**src/rtl/bounce_gen.sv**
```systemverilog
// Switch-chatter generator: turns a clean level into a bouncing button waveform
// driven by a 16-bit Fibonacci LFSR, settling after a fixed window per change.
module bounce_gen #(
  parameter int unsigned BOUNCE_CYCLES = 10,
  parameter logic [15:0] LFSR_SEED     = 16'hACE1
) (
  input  logic       clk,
  input  logic       rst,
  input  logic       en,
  input  logic       clean_in,
  output logic       btn_out,
  output logic       busy,
  output logic [7:0] burst_cnt
);

  localparam int unsigned CNT_W = $clog2(BOUNCE_CYCLES);
  localparam logic [CNT_W-1:0] CNT_LOAD = CNT_W'(BOUNCE_CYCLES - 1);

  typedef enum logic {
    S_IDLE   = 1'b0,
    S_BOUNCE = 1'b1
  } state_e;

  state_e            state_q, state_d;
  logic              btn_out_q, btn_out_d;
  logic              busy_q, busy_d;
  logic [7:0]        burst_cnt_q, burst_cnt_d;
  logic              level_q, level_d;
  logic              target_q, target_d;
  logic [CNT_W-1:0]  cnt_q, cnt_d;
  logic [15:0]       lfsr_q, lfsr_d;
  logic              lfsr_fb_c;

  // Taps 16,14,13,11 in right-shifting form land on bits 0,2,3,5.
  assign lfsr_fb_c = lfsr_q[0] ^ lfsr_q[2] ^ lfsr_q[3] ^ lfsr_q[5];

  // State register
  always_ff @(posedge clk or negedge rst) begin
    if (!rst) begin
      state_q <= S_IDLE;
    end else begin
      state_q <= state_d;
    end
  end

  // Next-state logic
  always_comb begin
    state_d = state_q;
    if (!en) begin
      state_d = S_IDLE;
    end else begin
      case (state_q)
        S_IDLE: begin
          if (clean_in != level_q) begin
            state_d = S_BOUNCE;
          end
        end
        S_BOUNCE: begin
          if ((clean_in == target_q) && (cnt_q == '0)) begin
            state_d = S_IDLE;
          end
        end
        default: state_d = S_IDLE;
      endcase
    end
  end

  // Output and datapath next values; a retarget outranks window completion
  always_comb begin
    btn_out_d   = btn_out_q;
    busy_d      = busy_q;
    burst_cnt_d = burst_cnt_q;
    level_d     = level_q;
    target_d    = target_q;
    cnt_d       = cnt_q;
    lfsr_d      = {lfsr_fb_c, lfsr_q[15:1]};
    if (!en) begin
      btn_out_d = clean_in;
      level_d   = clean_in;
      target_d  = clean_in;
      busy_d    = 1'b0;
    end else begin
      case (state_q)
        S_IDLE: begin
          if (clean_in != level_q) begin
            target_d  = clean_in;
            cnt_d     = CNT_LOAD;
            btn_out_d = clean_in;
            busy_d    = 1'b1;
          end else begin
            btn_out_d = level_q;
          end
        end
        S_BOUNCE: begin
          if (clean_in != target_q) begin
            target_d  = clean_in;
            cnt_d     = CNT_LOAD;
            btn_out_d = clean_in;
          end else if (cnt_q == '0) begin
            btn_out_d   = target_q;
            level_d     = target_q;
            busy_d      = 1'b0;
            burst_cnt_d = burst_cnt_q + 8'd1;
          end else begin
            btn_out_d = lfsr_q[0];
            cnt_d     = cnt_q - CNT_W'(1);
          end
        end
        default: ;
      endcase
    end
  end

  // Datapath registers
  always_ff @(posedge clk or negedge rst) begin
    if (!rst) begin
      btn_out_q   <= 1'b0;
      busy_q      <= 1'b0;
      burst_cnt_q <= 8'd0;
      level_q     <= 1'b0;
      target_q    <= 1'b0;
      cnt_q       <= '0;
      lfsr_q      <= LFSR_SEED;
    end else begin
      btn_out_q   <= btn_out_d;
      busy_q      <= busy_d;
      burst_cnt_q <= burst_cnt_d;
      level_q     <= level_d;
      target_q    <= target_d;
      cnt_q       <= cnt_d;
      lfsr_q      <= lfsr_d;
    end
  end

  assign btn_out   = btn_out_q;
  assign busy      = busy_q;
  assign burst_cnt = burst_cnt_q;

endmodule

```
**config.mk**
```make
export PLATFORM = sky130hd
export DESIGN_NAME = bounce_gen
export DESIGN_NICKNAME = d
export VERILOG_FILES = /design/src/rtl/bounce_gen.sv
export SDC_FILE = /design/constraint.sdc
export NUM_CORES = 1
export LEC_CHECK = 0
export ABC_AREA = 1
export ABC_CLOCK_PERIOD_IN_PS = 2500
export CORE_UTILIZATION = 60
export DETAILED_ROUTE_END_ITERATION = 10
export PLACE_DENSITY = 0.94
export SLEW_MARGIN = 20
export SYNTH_ARGS = -nofsm -noshare
export SYNTH_HDL_FRONTEND = slang
export SYNTH_SLANG_ARGS = --single-unit
```
**constraint.sdc**
```tcl
create_clock -name clk -period 2.5 [get_ports clk]
set_clock_uncertainty 0.15 [all_clocks]
set_input_delay 0.75 -clock clk [delete_from_list [all_inputs] [get_ports clk]]
set_output_delay 0.75 -clock clk [all_outputs]
set_load 0.05 [all_outputs]
```
==> reports/results.txt, run 1 <==
GRT overflow -> 0
antenna cells -> 0
Mapped Cells -> 167
most used routing layer -> met2
Total Power -> 1.69 mW
worst-path maximum fanout -> 2
outcome -> completed
GR Util met1 -> 34.0%
sequential fraction of the synthesis area -> 55.2%
post-synthesis mux area share -> 0%
routed via count -> 1203
post-detail-place hpwl -> 2080 µm
Synth Area in XOR/XNOR -> 4.05%
first drt pass iteration count -> 4
routed len/inst -> 15.5 µm
Worst EP required -> 1.60 ns
synth unique cells -> 20
min Tclk post-route -> 2.45 ns
Via density -> 5.54
nets@finish -> 197
Peak supply drop -> 0.618 mV
Total GRT Usage -> 29.2%
cell family with most CP delay -> buffers and inverters
Setup CP Type -> register to output pin
Finish-stage setup viols -> 0
Leak -> 0.951 nW
M2 GR Usage -> 51.3%
io pins -> 14
combinational family with the most area after synthesis -> simple AND/OR/NAND/NOR gates
1st-iter DRT viols -> 56
ys async rst share -> 100%
Maximum Capacitance Violations -> 0
largest net degree at the start of global routing -> 34
slowest CP cell -> clkdlybuf4s50_1
Die Y -> 52.2 µm
simple-gate share of the synthesized area -> 27.7%
IO buf count -> 13
period utilisation layout -> 98.1%
Synth Area in Compound Gates -> 3.22%
CTS root buf -> clkbuf_4
yosys warns -> 0
crit path cell chain -> clkdlybuf4s50_1
Synth Flop Type -> dfrtp_1
path type of the worst min-delay path -> register to register
RSZ-0062 raised after global routing -> false
first-pass GRT wire length -> 5510 µm
Worst-Margin Slew -> 0.499 ns
Avg Cell Area, Syn -> 9.07 µm²
worst skew pair latency -> 0.34 ns
CTS Buf Count -> 5
fraction of layout cells with a size suffix above 1 -> 17.5%
met3 Use GR -> 5.22%
Fmax achieved -> 408 MHz
commonest non-fill, non-tap cell in the layout -> nand2_1
Worst slew margin -> 66.6%
Core ar. -> 2300 µm²
Net Count, Synth -> 176
vias in the first global route -> 1249
Adder-Cell Fraction of Synth Area -> 4.13%
synthesis-stage register bit count -> 33
initial antenna violation count -> 0
drt drc -> 0
post-route ant nets -> 0
Area Overhead vs Synth -> 16.8%
Post-synth EDFFs -> 0
total negative slack -> 0 ns
TritonCTS clock tree -> built
crit path capture type -> output pin
Bufs and invs on worst path -> 1
Hold Vio Cnt, Final -> 0
Std-Cell Rows -> 17
H-tree depth -> 2
Clock Pin Slew Worst Setup and Hold Paths -> 0.11 ns
Die Width -> 52.2 µm
max-slew violations -> 0
pwr dens -> 956 nW/µm²
most frequent cells in the layout -> nand2_1, dfrtp_1, inv_1
clk buf depth -> 2
CP Launch Type -> register
CTS sink cnt -> 33
WHS -> 0.195 ns
Crit path largest cell delay -> 0.81 ns
synthesized area -> 1510 µm²
Detailed Route WL -> 3370 µm
GP Congestion -> 0.927
setup repair bufs after CTS -> 0
# hold bufs at CTS -> 0
Initial Util -> 65.9%
critical path arrival -> 1.55 ns
die area -> 2730 µm²
metal layers:
metal,vias to the layer above,share of wire [%]
met1,564,41
li1,560,-
met2,58,49
met5,-,0
met4,0,4.5
met3,21,5.2
final cells by class:
type | count | area, µm²
sequential | 33 | 836
clock buffer | 7 | 55.1
multi-input combinational | 111 | 592
fill | 141 | 529
inverter | 23 | 86.3
tap | 28 | 35.0
timing repair buffer | 14 | 134
clock inverter | 1 | 30.0
registers in the layout, indices dropped and copies added, names as in the netlist:
name / count
burst_cnt: 8
cnt_q: 4
btn_out: 1
busy: 1
level_q: 1
target_q: 1
state_q: 1
lfsr_q: 16
logic make-up after synthesis:
| logic type | after synthesis |
|---|---|
| AO/OA/AOI/OAI | 9 |
| XOR/XNOR | 7 |
| adder cells (fa/ha/maj) | 5 |
| buffers and inverters | 23 |
| flip-flops | 33 |
| AND/OR/NAND/NOR | 90 |
path summary, 6_finish.rpt:
check,startpoint,cells after the start,slack [ns],to
min in group asynchronous,rst,2,0.63,burst_cnt[5]
max reg2reg,cnt_q[0],8,0.80,burst_cnt[3]
min,lfsr_q[6],0,0.19,lfsr_q[5]
max in group asynchronous,rst,2,1.22,lfsr_q[15]
min reg2reg,lfsr_q[6],0,0.19,lfsr_q[5]
max,busy,1,0.05,busy
Yosys cell counts (2+ instances only):
| cell type | n | share of area, % |
|---|---|---|
| dfstp_2 | 8 | 14 |
| nand2_4 | 3 | 2.2 |
| nor3_1 | 3 | 0.99 |
| nand3b_1 | 2 | 0.99 |
| inv_2 | 4 | 0.99 |
| nand2_2 | 4 | 1.7 |
| ha_1 | 5 | 4.1 |
| xor2_1 | 3 | 1.7 |
| nand3_1 | 12 | 4.0 |
| nand2_1 | 54 | 13 |
| xnor2_1 | 4 | 2.3 |
| nand4_1 | 2 | 0.83 |
| a21oi_1 | 3 | 0.99 |
| dfrtp_1 | 25 | 41 |
| o21ai_0 | 5 | 1.7 |
| nor2_4 | 2 | 1.5 |
| nor2_1 | 7 | 1.7 |
| inv_1 | 19 | 4.7 |
timing repair:
action / 4_1_cts / 5_1_grt
endpoints found under the setup margin: 3 / 2
cloned: 0 / 0
gates resized for setup: 3 / 2
stage by stage:
stage / worst slack, ns / util [%] / area [µm²] / cells
floorplan: 0.852 / - / 1510 / 167
global placement: 0.254 / 73.2 / 1680 / 209
detailed placement: 0.184 / 73.2 / 1680 / 209
CTS: 0.0148 / 76.7 / 1760 / 217
global route: 0.0208 / 77.0 / 1770 / 217
finish: 0.0474 / 77.0 / 1770 / 217
power by group:
group | total, mW | internal (mW) | leakage (nW) | switching, mW
sequential | 0.694 | 0.604 | 0.410 | 0.0897
clock | 0.421 | 0.239 | 0.0455 | 0.183
combinational | 0.575 | 0.178 | 0.496 | 0.397
total | 1.69 | 1.02 | 0.951 | 0.670
No activity file was read; power rests on OpenSTA's default activity.
==> run 2, diff against run 1 <==
--- a/config.mk
+++ b/config.mk
@@ -6,10 +6,12 @@
 export NUM_CORES = 1
 export LEC_CHECK = 0
 export ABC_AREA = 1
-export ABC_CLOCK_PERIOD_IN_PS = 2500
-export CORE_UTILIZATION = 60
+export ABC_CLOCK_PERIOD_IN_PS = 2750
+export CORE_ASPECT_RATIO = 0.9
+export CORE_UTILIZATION = 55
+export CTS_CLUSTER_SIZE = 28
 export DETAILED_ROUTE_END_ITERATION = 10
-export PLACE_DENSITY = 0.94
+export PLACE_DENSITY = 0.88
 export SLEW_MARGIN = 20
 export SYNTH_ARGS = -nofsm -noshare
 export SYNTH_HDL_FRONTEND = slang
==> constraint.sdc (replaced) <==
create_clock -name clk -period 2.75 [get_ports clk]
set_clock_uncertainty 0.15 [all_clocks]
set_input_delay 0.825 -clock clk [delete_from_list [all_inputs] [get_ports clk]]
set_output_delay 0.825 -clock clk [all_outputs]
set_load 0.05 [all_outputs]
==> run 2 against run 1 <==
Against the previous run:
- the flow now finishes with violations (DRC)
- clock power down 20%
- non-clock buffer count unchanged
- power down 13%
- final cell count down 0.46%
- combinational power down 12%
- worst hold slack better by 0.0081 ns
- register-to-register slack better by 0.37 ns
- sequential share of layout area up 0.24 points
- critical path depth unchanged
- first-iteration DRC count unchanged
- critical path type unchanged
- largest power group unchanged
- highest routed layer unchanged
==> reports/results.txt, run 2 (same netlist as run 1, synthesis figures left out) <==
crit path from -> burst_cnt[2]
CTS sink cnt -> 33 (unchanged)
TritonCTS clock tree -> built
IO buf count -> 13 (unchanged)
post-detail-place hpwl -> 1940 µm (-6.8%)
GP Congestion -> 0.883 (-4.7%)
die area -> 2970 µm² (+8.8%)
GRT overflow -> 0 (unchanged)
Die Y -> 51.8 µm (-0.87%)
Finish-stage setup viols -> 0 (unchanged)
period utilisation layout -> 95.6%
first-pass GRT wire length -> 4770 µm (-13%)
violated checks -> DRC
post-route ant nets -> 0 (unchanged)
cell family with most CP delay -> buffers and inverters
# hold bufs at CTS -> 0 (unchanged)
Worst R2R Setup Slack -> 1.17 ns (+0.37 ns)
largest net degree at the start of global routing -> 34 (unchanged)
post-CTS sizing -> 0 (-3)
Detailed Route WL -> 2760 µm (-18%)
initial antenna violation count -> 0 (unchanged)
vias in the first global route -> 1130 (-9.5%)
CP Launch Type -> register
Maximum Capacitance Violations -> 0 (unchanged)
commonest non-fill, non-tap cell in the layout -> nand2_1
CTS Buf Count -> 5 (unchanged)
Peak supply drop -> 0.434 mV (-30%)
first drt pass iteration count -> 7 (+3)
met1 WL -> 1230 µm (-12%)
crit path cell chain -> clkdlybuf4s50_1
final core occ -> 69.5% (-7.5 points)
routed via count -> 1162 (-3.4%)
most frequent cells in the layout -> nand2_1, dfrtp_1, inv_1
crit path capture type -> output pin
antenna cells -> 0 (unchanged)
RR Startpoint -> cnt_q[0]
fraction of layout cells with a size suffix above 1 -> 16.5% (-0.97 points)
worst hold start -> lfsr_q[7]
Bufs and invs on worst path -> 1 (unchanged)
1st-iter DRT viols -> 56 (unchanged)
Clock Pin Slew Worst Setup and Hold Paths -> 0.10 ns (about the same)
critical path arrival -> 1.65 ns (+0.10 ns)
Std-Cell Rows -> 17 (unchanged)
routed wl met2 -> 1350 µm (-19%)
CTS root buf -> clkbuf_4
Setup CP Type -> register to output pin
clk buf depth -> 2 (unchanged)
slowest CP cell -> clkdlybuf4s50_1
Worst slew margin -> 64.9% (-1.7 points)
routed len/inst -> 12.8 µm (-18%)
Biggest register -> lfsr_q
nets@finish -> 197 (unchanged)
outcome -> complete, but fails checks
placed cells -> 209 (unchanged)
slack of the critical path -> 0.120 ns (+0.0727 ns)
Final Non-Filler Cells -> 216 (-0.46%)
min Tclk post-route -> 2.63 ns
Area Overhead vs Synth -> 16.2%
Met3 Routed Length -> 153 µm (-13%)
Hold Vio Cnt, Final -> 0 (unchanged)
total negative slack -> 0 ns (unchanged)
io pins -> 14 (unchanged)
RSZ-0062 raised after global routing -> false
pwr dens -> 836 nW/µm² (-13%)
worst skew pair latency -> 0.32 ns (-0.02 ns)
Total GRT Usage -> 21.8% (-7.4 points)
max reg flops -> 16 (unchanged)
Core ar. -> 2530 µm² (+10%)
worst-path maximum fanout -> 7 (+5)
Via density -> 5.38 (-3.0%)
Worst EP required -> 1.78 ns (+0.18 ns)
max-slew violations -> 0 (unchanged)
path type of the worst min-delay path -> register to register
Die Width -> 57.3 µm (+9.7%)
Initial Util -> 59.8% (-6.1 points)
Fmax achieved -> 380 MHz
worst slack at placement -> 0.349 ns (+0.165 ns)
Total Power -> 1.47 mW (-13%)
Crit path largest cell delay -> 0.85 ns (+0.04 ns)
Leak -> 0.910 nW (-4.4%)
setup repair bufs after CTS -> 0 (unchanged)
drt drc -> 4 (+4)
H-tree depth -> 2 (unchanged)
Max Used Layer -> met4
Worst-Margin Slew -> 0.525 ns (+0.0261 ns)
==> run 2: worst register-to-register path, stage by stage (launching register included) <==
cell	delay (ns)
dfrtp_1	0.41
inv_1	0.13
ha_1	0.19
nand2_1	0.06
nor2_1	0.11
nand2_2	0.11
nor2_4	0.20
nand2_1	0.08
o21ai_0	0.08
==> run 2: metrics by stage <==
stage / hold WS, ns / area (µm²)
2_1_floorplan: 0.181 / 1510
3_3_place_gp: 0.185 / 1690
3_5_place_dp: 0.186 / 1690
4_1_cts: 0.208 / 1760
5_1_grt: 0.205 / 1760
6_report: 0.203 / 1760
==> run 2: final timing paths <==
path	end	cells past startpoint
max	burst_cnt[2]	1
min	lfsr_q[6]	0
max reg2reg	burst_cnt[3]	8
min reg2reg	lfsr_q[6]	0
max in group asynchronous	lfsr_q[7]	2
min in group asynchronous	btn_out	2
==> run 2: layout make-up <==
cell class,instances,area [µm²]
multi-input cells,111,592
clock inverters,2,35.0
clock buffers,5,37.5
repair buffers,14,138
inverters,23,86.3
flip-flops and latches,33,836
well taps,28,35.0
fillers,183,772
==> run 2: metal layers <==
metal / track usage, % / vias up
met1: 26.6 / 567
met5: 0 / -
met2: 36.7 / 35
li1: - / 556
met4: 9.35 / 0
met3: 5.97 / 4
==> run 2: report_power, final <==
group	switching, mW	internal, mW
logic	0.338	0.171
registers	0.0788	0.549
clock network	0.150	0.185
==> run 3, diff against run 2 <==
--- a/config.mk
+++ b/config.mk
@@ -11,7 +11,7 @@
 export CORE_UTILIZATION = 55
 export CTS_CLUSTER_SIZE = 28
 export DETAILED_ROUTE_END_ITERATION = 10
-export PLACE_DENSITY = 0.88
+export PLACE_DENSITY = 0.78
 export SLEW_MARGIN = 20
 export SYNTH_ARGS = -nofsm -noshare
 export SYNTH_HDL_FRONTEND = slang
==> constraint.sdc (replaced) <==
create_clock -name clk -period 2.75 [get_ports clk]
set_clock_uncertainty 0.15 [all_clocks]
set_input_delay 0.825 -clock clk [delete_from_list [all_inputs] [get_ports clk]]
set_output_delay 0.825 -clock clk [all_outputs]
set_load 0.01 [all_outputs]
==> run 3 against run 2 <==
Against the previous run:
- the run still ends with DRC left
- sequential power about the same
- design area rose by 0.64%
- worst setup slack gained 0.25 ns
- core utilization increased by 0.44 points
- combinational power decreased by 21%
- worst hold slack better by 0.0093 ns
- global-route usage rose by 0.52 points
- power fell by 5.9%
- non-clock buffer count did not move
- final cell count up 0.46%
- critical path type unchanged
- largest cell class unchanged
- largest power group unchanged
==> reports/results.txt, run 3 (same netlist as run 1, synthesis figures left out) <==
Finish-stage setup viols -> 0 (unchanged)
Maximum Capacitance Violations -> 0 (unchanged)
drt drc -> 3 (-1)
Worst-Margin Slew -> 0.396 ns (-0.130 ns)
post-detail-place hpwl -> 1870 µm (-3.5%)
vias in the first global route -> 1039 (-8.1%)
crit path cell chain -> clkdlybuf4s50_1
CTS Buf Count -> 5 (unchanged)
Hold Vio Cnt, Final -> 0 (unchanged)
Crit path largest cell delay -> 0.58 ns (-0.27 ns)
first-pass GRT wire length -> 4660 µm (-2.3%)
Worst EP required -> 1.78 ns (about the same)
cell family with most CP delay -> buffers and inverters
IO buf count -> 13 (unchanged)
1st-iter DRT viols -> 74 (+32%)
violated checks -> DRC
Post-DP Area -> 1690 µm² (unchanged)
nets@finish -> 197 (unchanged)
routed via count -> 1104 (-5.0%)
largest net degree at the start of global routing -> 34 (unchanged)
period utilisation layout -> 86.6% (-9.1 points)
die area -> 2970 µm² (unchanged)
routed len/inst -> 12.1 µm (-5.1%)
placed cells -> 209 (unchanged)
Register Area -> 836 µm² (unchanged)
path type of the worst min-delay path -> register to register
Std-Cell Rows -> 17 (unchanged)
Total Power -> 1.39 mW (-5.9%)
Total GRT Usage -> 22.3% (+0.52 points)
post-CTS sizing -> 0 (unchanged)
Fmax achieved -> 420 MHz (+10%)
crit path capture type -> output pin
antenna cells -> 0 (unchanged)
Initial Util -> 59.8% (unchanged)
area of the multi-input gates -> 592 µm² (unchanged)
first drt pass iteration count -> 7 (unchanged)
Clock Pin Slew Worst Setup and Hold Paths -> 0.10 ns (about the same)
H-tree depth -> 2 (unchanged)
WHS -> 0.212 ns (+0.00925 ns)
clk buf depth -> 2 (unchanged)
worst skew pair latency -> 0.33 ns (about the same)
Final Non-Filler Cells -> 217 (+0.46%)
Leak -> 0.910 nW (about the same)
Die Y -> 51.8 µm (unchanged)
commonest non-fill, non-tap cell in the layout -> nand2_1
Worst slew margin -> 73.6% (+8.8 points)
Core ar. -> 2530 µm² (unchanged)
GRT overflow -> 0 (unchanged)
TritonCTS clock tree -> built
RSZ-0062 raised after global routing -> false
critical path arrival -> 1.41 ns (-0.24 ns)
most frequent cells in the layout -> nand2_1, dfrtp_1, inv_1
CTS root buf -> clkbuf_4
fraction of layout cells with a size suffix above 1 -> 16.9% (+0.44 points)
Biggest register -> lfsr_q
CP Launch Type -> register
GP Congestion -> 0.835 (-5.4%)
max-slew violations -> 0 (unchanged)
io pins -> 14 (unchanged)
pwr dens -> 782 nW/µm² (-6.5%)
Via density -> 5.09 (-5.4%)
min Tclk post-route -> 2.38 ns (-0.249 ns)
Peak supply drop -> 0.525 mV (+21%)
setup repair bufs after CTS -> 0 (unchanged)
Bufs and invs on worst path -> 1 (unchanged)
max reg flops -> 16 (unchanged)
Final Instance Area -> 1770 µm² (+0.64%)
initial antenna violation count -> 0 (unchanged)
Die Width -> 57.3 µm (unchanged)
slack of the critical path -> 0.369 ns (+0.249 ns)
post-route ant nets -> 0 (unchanged)
Detailed Route WL -> 2630 µm (-4.6%)
Filler cells -> 207 (+13%)
worst-path maximum fanout -> 7 (unchanged)
# hold bufs at CTS -> 0 (unchanged)
slowest CP cell -> clkdlybuf4s50_1
CTS sink cnt -> 33 (unchanged)
worst slack at placement -> 0.342 ns (-0.00697 ns)
total negative slack -> 0 ns (unchanged)
outcome -> complete, but fails checks
Setup CP Type -> register to output pin
final core occ -> 69.9% (+0.44 points)
Area Overhead vs Synth -> 16.9%
[run 3: report_power, final]
part	internal, mW	switching, mW	total, mW
clock	0.192	0.167	0.359
combinational	0.170	0.228	0.399
sequential	0.549	0.0776	0.627
[run 3: worst paths after layout]
| path | start | endpoint | slack [ns] | cells past startpoint |
|---|---|---|---|---|
| worst max-delay path | burst_cnt[2] | burst_cnt[2] | 0.37 | 1 |
| worst min-delay path | lfsr_q[6] | lfsr_q[5] | 0.21 | 0 |
| worst max register to register | cnt_q[0] | burst_cnt[4] | 1.19 | 7 |
| worst min register to register | lfsr_q[6] | lfsr_q[5] | 0.21 | 0 |
| max in group asynchronous | rst | lfsr_q[6] | 1.40 | 2 |
| min in group asynchronous | rst | burst_cnt[3] | 0.73 | 2 |
[run 3: area by class of cell]
cell class	instances	share of cell area (%)
sequential	33	47.2
multi-input combinational	111	33.4
timing repair buffer	14	7.77
inverter	23	4.88
clock inverter	3	2.61
clock buffer	5	2.12
tap	28	1.98
[run 3: layer usage]
layer | global-route usage, % | share of wire, % | up-vias
met4 | 11.4 | 1.9 | 0
met1 | 27.5 | 49 | 512
met5 | 0 | 0 | -
met2 | 34.3 | 44 | 25
met3 | 8.71 | 4.8 | 5
li1 | - | - | 562
